<file path="src/rtl/wb_ctrl.sv">
// Writeback arbiter: merges ALU and load-path register writes through a small
// pending-write FIFO and drives a single registered register-file write port.
module wb_ctrl #(
    parameter int DSIZE = 16,
    parameter int ASIZE = 4,
    parameter int NREG  = 16,
    parameter int DEPTH = 4
) (
    input  logic             clk,
    input  logic             rst,
    input  logic             alu_valid,
    input  logic [ASIZE-1:0] alu_waddr,
    input  logic [DSIZE-1:0] alu_wdata,
    input  logic             mem_valid,
    input  logic [ASIZE-1:0] mem_waddr,
    input  logic [DSIZE-1:0] mem_wdata,
    output logic             wen,
    output logic [ASIZE-1:0] waddr,
    output logic [DSIZE-1:0] wdata,
    output logic             stall,
    output logic [NREG-1:0]  pend_mask,
    output logic             ovf
);
    localparam int PW = $clog2(DEPTH);
    localparam int CW = PW + 1;

    logic [ASIZE-1:0] addr_q [DEPTH];
    logic [DSIZE-1:0] data_q [DEPTH];

    logic [CW-1:0]    count_q, count_d;
    logic [PW-1:0]    rptr_q, rptr_d;
    logic [PW-1:0]    wptr_q, wptr_d;
    logic             wen_q;
    logic [ASIZE-1:0] waddr_q;
    logic [DSIZE-1:0] wdata_q;
    logic             ovf_q;

    logic          mem_req, alu_req;
    logic          mem_push, alu_push, pop, drop;
    logic [CW-1:0] free;
    logic [PW-1:0] alu_slot;

    // Free slots are judged on the pre-edge count; a same-cycle pop frees nothing yet.
    assign mem_req  = mem_valid && (mem_waddr != '0);
    assign alu_req  = alu_valid && (alu_waddr != '0);
    assign free     = CW'(DEPTH) - count_q;
    assign mem_push = mem_req && (free >= CW'(1));
    assign alu_push = alu_req && (free >= (mem_push ? CW'(2) : CW'(1)));
    assign drop     = (mem_req && !mem_push) || (alu_req && !alu_push);
    assign pop      = (count_q != '0);
    assign alu_slot = wptr_q + PW'(mem_push);

    assign count_d = count_q + CW'(mem_push) + CW'(alu_push) - CW'(pop);
    assign wptr_d  = wptr_q + PW'(mem_push) + PW'(alu_push);
    assign rptr_d  = rptr_q + PW'(pop);

    always_ff @(posedge clk) begin
        if (mem_push) begin
            addr_q[wptr_q] <= mem_waddr;
            data_q[wptr_q] <= mem_wdata;
        end
        if (alu_push) begin
            addr_q[alu_slot] <= alu_waddr;
            data_q[alu_slot] <= alu_wdata;
        end
    end

    always_ff @(posedge clk or negedge rst) begin
        if (!rst) begin
            count_q <= '0;
            rptr_q  <= '0;
            wptr_q  <= '0;
            wen_q   <= 1'b0;
            waddr_q <= '0;
            wdata_q <= '0;
            ovf_q   <= 1'b0;
        end else begin
            count_q <= count_d;
            rptr_q  <= rptr_d;
            wptr_q  <= wptr_d;
            wen_q   <= pop;
            if (pop) begin
                waddr_q <= addr_q[rptr_q];
                wdata_q <= data_q[rptr_q];
            end
            ovf_q <= ovf_q | drop;
        end
    end

    always_comb begin
        pend_mask = '0;
        for (int r = 1; r < NREG; r++) begin
            if (wen_q && (waddr_q == ASIZE'(r))) pend_mask[r] = 1'b1;
            for (int i = 0; i < DEPTH; i++) begin
                if ((CW'(i) < count_q) && (addr_q[rptr_q + PW'(i)] == ASIZE'(r)))
                    pend_mask[r] = 1'b1;
            end
        end
    end

    assign wen   = wen_q;
    assign waddr = waddr_q;
    assign wdata = wdata_q;
    assign ovf   = ovf_q;
    assign stall = (count_q > CW'(DEPTH - 2));

endmodule

</file>
<file path="config.mk">
export PLATFORM = sky130hd
export DESIGN_NAME = wb_ctrl
export DESIGN_NICKNAME = d
export VERILOG_FILES = /design/src/rtl/wb_ctrl.sv
export SDC_FILE = /design/constraint.sdc
export NUM_CORES = 1
export LEC_CHECK = 0
export BUFFER_PORTS_ARGS = -buffer_cell sky130_fd_sc_hd__buf_4
export CORE_UTILIZATION = 45
export DETAILED_ROUTE_END_ITERATION = 6
export PLACE_DENSITY = 0.71
export SLEW_MARGIN = 30
export SYNTH_ARGS = -nofsm -noshare
export SYNTH_HDL_FRONTEND = slang
export SYNTH_SLANG_ARGS = --single-unit
export TNS_END_PERCENT = 1
</file>
<file path="constraint.sdc">
create_clock -name clk -period 4.65 [get_ports clk]
set_input_delay 0.2325 -clock clk [delete_from_list [all_inputs] [get_ports clk]]
set_output_delay 0.2325 -clock clk [all_outputs]
set_load 0.02 [all_outputs]
</file>
==> results by group, run 1 <==
Setup path
  • Type of element capturing the critical path: flop
  • Startpoint types: flop
  • Worst Path Class, Setup: reg2reg
  • Worst Path Arrival: between 4000 and 5000 ps
  • Max FO, Critical Path: 20
  • Critical path data required time: 4630 ps

Clock network
  • Clock transition at the registers of the reported paths: 80 ps
  • CTS tree: built
  • Post-cts hold buffer count: 1
  • Post-cts resize count: 0
  • TritonCTS buffer count: 9
  • CTS H-tree depth: 3
  • Clock latency reported for the late side of the worst-skew pair: 350 ps
  • Post-CTS Repair Setup Buffers: 0
  • Buffer type at the clock tree root: sky130_fd_sc_hd__clkbuf_16
  • Total number of clock tree sinks: 109
  • Maximum buffer depth of the clock tree: 2

Yosys
  • Total number of yosys warnings: 0
  • Netlist Area Pre-Place: 6482 um^2
  • Synthesized netlist cell count: 514
  • Leading register cell type out of synthesis: sky130_fd_sc_hd__edfxtp_1
  • Main area contributors after synthesis: sky130_fd_sc_hd__edfxtp_1 37%, sky130_fd_sc_hd__mux2_2 13%, sky130_fd_sc_hd__dfrtp_1 11%
  • Register bit count reported by yosys: ~110
  • Library cell with the highest instance count after synthesis: sky130_fd_sc_hd__edfxtp_1
  • Async set-reset flop share out of synthesis: 26.61%
  • Library cells used by synthesis: 55
  • Nets in the synthesized netlist: 571
  • Sequential cell area fraction in the yosys report: 48.25%
  • Average cell area after synthesis: 12.61 um^2
  • Top cells by count, synth: 80 x sky130_fd_sc_hd__edfxtp_1, 77 x sky130_fd_sc_hd__nand2_1, 72 x sky130_fd_sc_hd__mux2_2
  • Top-area cell type share of the netlist area: 37.06%
  • Number of flops mapped to enable cells by yosys: 80
  • Post-synthesis cell type with the largest combined area: sky130_fd_sc_hd__edfxtp_1

Placed design
  • DP Area: 7274 um^2
  • Number of instances in the placed design: between 700 and 800
  • Quantity of I/O buffers inserted on ports: 81
  • HPWL Detailed: around 12 mm
  • RD Place Congestion: 0.9204

Routing
  • Vias per cell: 5.840
  • Total via count after detailed routing: about 4,500
  • Drt initial violations: 305
  • Antenna Nets Post-Route: 0
  • WL per Instance: around 20 um
  • Final Routed Wirelength: between 15 and 20 mm
  • DR DRC count: 0
  • Number of search-and-repair iterations in the first detailed-routing pass: 4

GRT
  • GR Layer Usage met3: 2.996%
  • Leftover overflow at the end of global routing: 0
  • Global-route layer with the greatest usage: met2
  • Maximum number of pins on one net before global-route repair: 31
  • Via count of the first global-routing pass: 4,562
  • Met1 demand-to-capacity share in global routing: 26.58%
  • Antenna violations before repair: 0
  • Overall track demand over capacity in global routing: between 20% and 30%
  • First-pass GRT wire length: ~25 mm
  • GRT met2 Usage: 39.62%

Die
  • Width of the chip: 122.0 um
  • DIE AREA: 14,890 um^2
  • Effective utilization at floorplan: 46.34%
  • Number of cell rows: 43
  • Core area: 13,990 um^2
  • Y dimension of the die: 122.0 um
  • Ports placed on the boundary: 83

Cells and area
  • Design area: 7577 um^2
  • Count of fill cells added during filler insertion: 1,185
  • Fraction of layout instances using a drive strength above 1: 37.40%
  • Number of nets in the layout: 651
  • Fin util: 54.17%
  • Ant. Diodes: 0
  • Post-layout instance count excluding filler cells: 779
  • Synthesis-to-layout area growth: 16.89%

Worst hold path
  • Hold Path Class: in2reg

STA
  • Final clock skew: 8.401 ps
  • Worst Tran Pin Value: roughly 890 ps
  • Final Cycle Share: 87.31%
  • Final Hold Fails: 0
  • Setup TNS: 0 ps
  • Tightest hold margin: 193.4 ps
  • Setup violations, final: 0
  • Minimum clock period after layout: 4060 ps
  • Unrepaired setup endpoints after global routing: false
  • Tightest slew margin relative to the limit: 40.72%
  • Final Slew Violations: 0
  • Peak Freq: 0.2463 GHz

Job
  • Number of max-capacitance violations reported: 0

Run status
  • Run status: completed

Pwr
  • Power Dens Cells: 860.3 nW/um^2
  • Maximum vdd drop: 332.7 uV
  • Static Leakage: 2.971 nW
[area by class of cell]
class / instances / area, um^2 / area share, %
Clock inverter: 5 / 40.04 / 0.5284
Tap cell: 180 / 225.2 / 2.972
Timing Repair Buffer: 94 / 708.2 / 9.346
Sequential cell: 109 / 3131 / 41.31
Multi-Input combinational cell: 363 / 3157 / 41.66
Clock buffer: 11 / 252.7 / 3.336
Inverter: 17 / 63.81 / 0.8421
[registers in the layout, summed over array words and instances (netlist names)]
name     cells
wptr_q       2
rptr_q       2
ovf          1
wdata       16
data_q      64
waddr        4
addr_q      16
count_q      3
wen          1
[through the flow]
step	setup WS, ps	power (mW)
global route	346.4	6.930
floorplan	685.2	4.563
global placement	813.2	5.686
finish	590.3	6.519
CTS	584.4	6.553
detailed placement	620.3	5.784
[per-layer routing]
metal	part of all wire [%]	vias to the layer above
met4	4.3	0
met3	4.5	39
li1	-	2103
met1	38	2257
met2	53	150
met5	0	-
[layout by cell type (no fill, tap or decap), types with 8 or more instances in the layout]
| master | n |
|---|---|
| sky130_fd_sc_hd__nand3_1 | 17 |
| sky130_fd_sc_hd__nand2_1 | 77 |
| sky130_fd_sc_hd__mux4_2 | 25 |
| sky130_fd_sc_hd__mux2_1 | 17 |
| sky130_fd_sc_hd__nor2b_1 | 12 |
| sky130_fd_sc_hd__edfxtp_1 | 80 |
| sky130_fd_sc_hd__nand2b_1 | 8 |
| sky130_fd_sc_hd__mux2i_1 | 12 |
| sky130_fd_sc_hd__clkbuf_16 | 9 |
| sky130_fd_sc_hd__inv_1 | 16 |
| sky130_fd_sc_hd__mux2_2 | 72 |
| sky130_fd_sc_hd__a22oi_1 | 20 |
| sky130_fd_sc_hd__ha_1 | 11 |
| sky130_fd_sc_hd__buf_4 | 93 |
| sky130_fd_sc_hd__nor2_1 | 23 |
| sky130_fd_sc_hd__dfrtp_1 | 27 |
[worst max-delay path, cell delays in order (launching register included)]
cell and delay, ps:
sky130_fd_sc_hd__dfrtp_1 430, sky130_fd_sc_hd__inv_1 120, sky130_fd_sc_hd__ha_1 210, sky130_fd_sc_hd__ha_1 280
sky130_fd_sc_hd__or4b_2 610, sky130_fd_sc_hd__nor2b_1 210, sky130_fd_sc_hd__inv_1 150, sky130_fd_sc_hd__ha_1 150
sky130_fd_sc_hd__nand2b_1 110, sky130_fd_sc_hd__a21oi_1 60, sky130_fd_sc_hd__nor2_2 230, sky130_fd_sc_hd__inv_2 130
sky130_fd_sc_hd__nor3_4 200, sky130_fd_sc_hd__buf_4 250, sky130_fd_sc_hd__a31o_2 530
[logic make-up (layout without fill, tap and decap cells)]
| kind of cell | after synthesis | in the layout | synth area share, % |
|---|---|---|---|
| adder cells (fa/ha/maj) | 13 | 13 | 2.741 |
| buffers and inverters | 42 | 127 | 3.474 |
| XOR/XNOR | 5 | 5 | 0.6757 |
| multiplexers | 127 | 127 | 26.40 |
| AND/OR/NAND/NOR | 167 | 167 | 12.35 |
| flip-flops | 109 | 109 | 48.25 |
| other | 1 | 1 | 0.05785 |
| AO/OA/AOI/OAI | 50 | 50 | 6.041 |
[path summary, 6_finish.rpt]
path                              start           end  slack [ps]  depth (start not counted)
min                        mem_wdata[0]  data_q[0][0]         190                          2
max in group asynchronous           rst      wdata[7]        3980                          2
max reg2reg                  count_q[0]  addr_q[2][2]         590                         14
min reg2reg                   wdata[15]     wdata[15]         480                          2
min in group asynchronous           rst      wdata[1]         350                          2
max                          count_q[0]  addr_q[2][2]         590                         14
[power by group]
part	switching, mW	total, mW	leakage (nW)	internal (mW)
registers	0.341	1.99	1.08	1.65
clock network	0.355	0.754	0.145	0.399
logic	2.15	3.77	1.75	1.62
(Power assumes the default switching activity.)
==> run 2, diff against run 1 <==
--- a/config.mk
+++ b/config.mk
@@ -5,10 +5,11 @@
 export SDC_FILE = /design/constraint.sdc
 export NUM_CORES = 1
 export LEC_CHECK = 0
+export ABC_AREA = 1
 export BUFFER_PORTS_ARGS = -buffer_cell sky130_fd_sc_hd__buf_4
 export CORE_UTILIZATION = 45
 export DETAILED_ROUTE_END_ITERATION = 6
-export PLACE_DENSITY = 0.71
+export PLACE_DENSITY = 0.7
 export SLEW_MARGIN = 30
 export SYNTH_ARGS = -nofsm -noshare
 export SYNTH_HDL_FRONTEND = slang
==> run 2 against run 1 <==
  * Critical path depth increased by 1
  * Synthesized cell count up 75%
  * Die area rose by 6.3%
  * Synthesized area up 6.4%
  * Critical endpoint is now data_q[2][15]
==> results by group, run 2 <==
Routing
  • Total via count after detailed routing: 6,421 (+41%)
  • Vias per cell: 5.593 (-4.2%)
  • Number of search-and-repair iterations in the first detailed-routing pass: 5 (+1)
  • DR DRC count: 0 (unchanged)
  • Drt initial violations: 597 (+96%)
  • Final Routed Wirelength: 19.07 mm (+20%)
  • WL per Instance: 16.61 um (-18%)
  • Antenna Nets Post-Route: 0 (unchanged)

Cells and area
  • Commonest non-fill, non-tap cell in the layout: sky130_fd_sc_hd__nand2_1
  • Most frequent cells in the layout: 346 x sky130_fd_sc_hd__nand2_1, 104 x sky130_fd_sc_hd__nor2_1, 95 x sky130_fd_sc_hd__buf_4
  • Largest register FFs: 64 (unchanged)
  • Fin util: 53.67% (-0.50 points)
  • Post-layout instance count excluding filler cells: 1,148 (+47%)
  • Synthesis-to-layout area growth: 14.80%
  • Largest register by flop count: data_q
  • Ant. Diodes: 0 (unchanged)
  • Count of fill cells added during filler insertion: 1,374 (+16%)
  • Fraction of layout instances using a drive strength above 1: 15.15% (-22 points)
  • Number of nets in the layout: 1,016 (+56%)

Setup path
  • Slowest cell delay on critical path: 450 ps (-160 ps)
  • Cell occurring most often along the worst timing path: sky130_fd_sc_hd__ha_1
  • Worst Path Class, Setup: reg2reg
  • Startpoint types: flop
  • Max FO, Critical Path: 34 (+70%)
  • Worst Path Arrival: 4020 ps (-20 ps)
  • Critical path data required time: 4710 ps (+80 ps)
  • CP max-delay cell: sky130_fd_sc_hd__nand2_2
  • Sequence of cells on the critical path: inv_1 > ha_1 > ha_1 > inv_1 > nor2_1 > nand2_1 > nand3_1 > ha_1 > o21ai_0 > nand2_2 > buf_4 > nand3_1 > o31ai_4 > buf_6 > buf_6
  • Type of element capturing the critical path: flop

Worst hold path
  • Hold Path Class: in2reg

STA
  • Final Slew Violations: 0 (unchanged)
  • Setup TNS: 0 ps (unchanged)
  • Setup violations, final: 0 (unchanged)
  • Tightest slew margin relative to the limit: 38.05% (-2.7 points)
  • Worst Tran Pin Value: 929.2 ps (+40.02 ps)
  • Peak Freq: 0.2522 GHz (+2.4%)
  • Final clock skew: 7.426 ps (-0.9751 ps)
  • Final Hold Fails: 0 (unchanged)
  • Post-layout worst setup margin: 684.5 ps (+94.18 ps)
  • Minimum clock period after layout: 3966 ps (-94.18 ps)
  • Unrepaired setup endpoints after global routing: false
  • Final Cycle Share: 85.28% (-2.0 points)

Placed design
  • HPWL Detailed: 13.50 mm (+15%)
  • RD Place Congestion: 0.9298 (+1.0%)
  • Quantity of I/O buffers inserted on ports: 81 (unchanged)
  • Pre-CTS WS: 732.0 ps (+111.7 ps)
  • Number of instances in the placed design: 1,131 (+48%)

Yosys
  • Simple logic cell fraction of the synthesized area: 39.72% (+27 points)
  • Synthesized netlist cell count: 901 (+75%)
  • Nets in the synthesized netlist: 958 (+68%)
  • Average cell area after synthesis: 7.656 um^2 (-39%)
  • Library cells used by synthesis: 37 (-33%)
  • Library cell with the highest instance count after synthesis: sky130_fd_sc_hd__nand2_1
  • Total number of yosys warnings: 0 (unchanged)
  • Top cells by count, synth: 347 x sky130_fd_sc_hd__nand2_1, 105 x sky130_fd_sc_hd__nor2_1, 87 x sky130_fd_sc_hd__nand4_1
  • Main area contributors after synthesis: sky130_fd_sc_hd__edfxtp_1 35%, sky130_fd_sc_hd__nand2_1 19%, sky130_fd_sc_hd__dfrtp_1 11%
  • Post-synthesis cell type with the largest combined area: sky130_fd_sc_hd__edfxtp_1
  • Xor/xnor share of the synthesized area: 0.6167% (-0.059 points)
  • Async set-reset flop share out of synthesis: 26.61% (unchanged)
  • Number of flops mapped to enable cells by yosys: 80 (unchanged)
  • Proportion of synthesized area in mux cells: 0% (-26 points)
  • Sequential cell area fraction in the yosys report: 45.35% (-2.9 points)
  • Leading register cell type out of synthesis: sky130_fd_sc_hd__edfxtp_1
  • Top-area cell type share of the netlist area: 34.83% (-2.2 points)
  • Fraction of the mapped netlist area in adder cells: 2.576% (-0.17 points)
  • Main combinational cell family by area after synthesis: simple AND/OR/NAND/NOR gates
  • Netlist Area Pre-Place: 6898 um^2 (+6.4%)
  • Register bit count reported by yosys: 109 (unchanged)
  • Compound-Gate Fraction of Synth Area: 4.680% (-1.4 points)

Clock network
  • CTS tree: built
  • Clock latency reported for the late side of the worst-skew pair: 340 ps (about the same)
  • TritonCTS buffer count: 9 (unchanged)
  • Clock transition at the registers of the reported paths: 70 ps (about the same)
  • Post-cts resize count: 0 (unchanged)
  • Maximum buffer depth of the clock tree: 2 (unchanged)
  • Buffer type at the clock tree root: sky130_fd_sc_hd__clkbuf_16
  • Total number of clock tree sinks: 109 (unchanged)
  • CTS H-tree depth: 3 (unchanged)
  • Post-CTS Repair Setup Buffers: 0 (unchanged)

GRT
  • Maximum number of pins on one net before global-route repair: 46 (+48%)
  • Overall track demand over capacity in global routing: 24.66% (+2.2 points)
  • Leftover overflow at the end of global routing: 0 (unchanged)
  • Antenna violations before repair: 0 (unchanged)
  • Via count of the first global-routing pass: 5,709 (+25%)
  • First-pass GRT wire length: 30.35 mm (+22%)

Job
  • Number of max-capacitance violations reported: 0 (unchanged)

Die
  • Core area: 14,750 um^2 (+5.5%)
  • Effective utilization at floorplan: 46.75% (+0.41 points)
  • Ports placed on the boundary: 83 (unchanged)
  • DIE AREA: 15,830 um^2 (+6.3%)
  • Y dimension of the die: 125.8 um (+3.1%)
  • Width of the chip: 125.8 um (+3.1%)
  • Number of cell rows: 44 (+2.3%)

Run status
  • Run status: completed
[run 2: kinds of logic (layout without fill, tap and decap cells)]
group                    count (synthesis)  count (layout)
AO/OA/AOI/OAI                           48              48
XOR/XNOR                                 4               4
AND/OR/NAND/NOR                        629             629
flip-flops                             109             109
adder cells (fa/ha/maj)                 13              13
buffers and inverters                   97             160
other                                    1               1
[run 2: layout make-up]
type | instances | area [um^2] | share of cell area (%)
clock buffer | 10 | 229.0 | 2.891
clock inverter | 6 | 62.56 | 0.7900
inverter | 45 | 176.4 | 2.228
multi-input combinational | 695 | 3332 | 42.08
sequential | 109 | 3128 | 39.50
tap | 184 | 230.2 | 2.907
timing repair buffer | 99 | 760.7 | 9.607
[run 2: final timing paths]
| check | from | endpoint | slack [ps] | cells past startpoint |
|---|---|---|---|---|
| max in group asynchronous | rst | count_q[2] | 3980 | 2 |
| worst min-delay path | mem_wdata[9] | data_q[2][9] | 180 | 3 |
| min in group asynchronous | rst | wdata[14] | 370 | 2 |
| worst min register to register | wdata[10] | wdata[10] | 480 | 2 |
| worst max register to register | count_q[0] | data_q[2][15] | 680 | 15 |
| worst max-delay path | count_q[0] | data_q[2][15] | 680 | 15 |
[run 2: through the flow]
stage	cell area [um^2]	hold slack, ps
floorplan	6898	-63.09
global placement	7580	203.1
detailed placement	7617	205.3
CTS	7919	173.0
global route	7919	179.0
finish	7919	176.5
[run 2: what timing repair did]
action / 4_1_cts / 5_1_grt
endpoints found under the setup margin: 0 / 0
hold buffers: 1 / 0
hold endpoints to repair: 29 / 0
[run 2: critical path, delay by kind of cell, from the launching register on]
| kind | cells | cell delay (ps) |
|---|---|---|
| adder cells (fa/ha/maj) | 3 | 890 |
| AND/OR/NAND/NOR | 5 | 1050 |
| flip-flops | 1 | 410 |
| buffers and inverters | 5 | 990 |
| AO/OA/AOI/OAI | 2 | 320 |
[run 2: per-layer routing]
layer	track usage, %	part of all wire, %	up-vias
met4	6.378	1.5	0
met1	35.35	45	2975
met3	3.993	7.4	27
li1	-	-	3163
met5	0	0	-
met2	38.95	46	256
Power of run 2 is left out: the tool's default activity adds up to more than one toggle a clock period on the data nets, which glitch-free logic cannot reach.
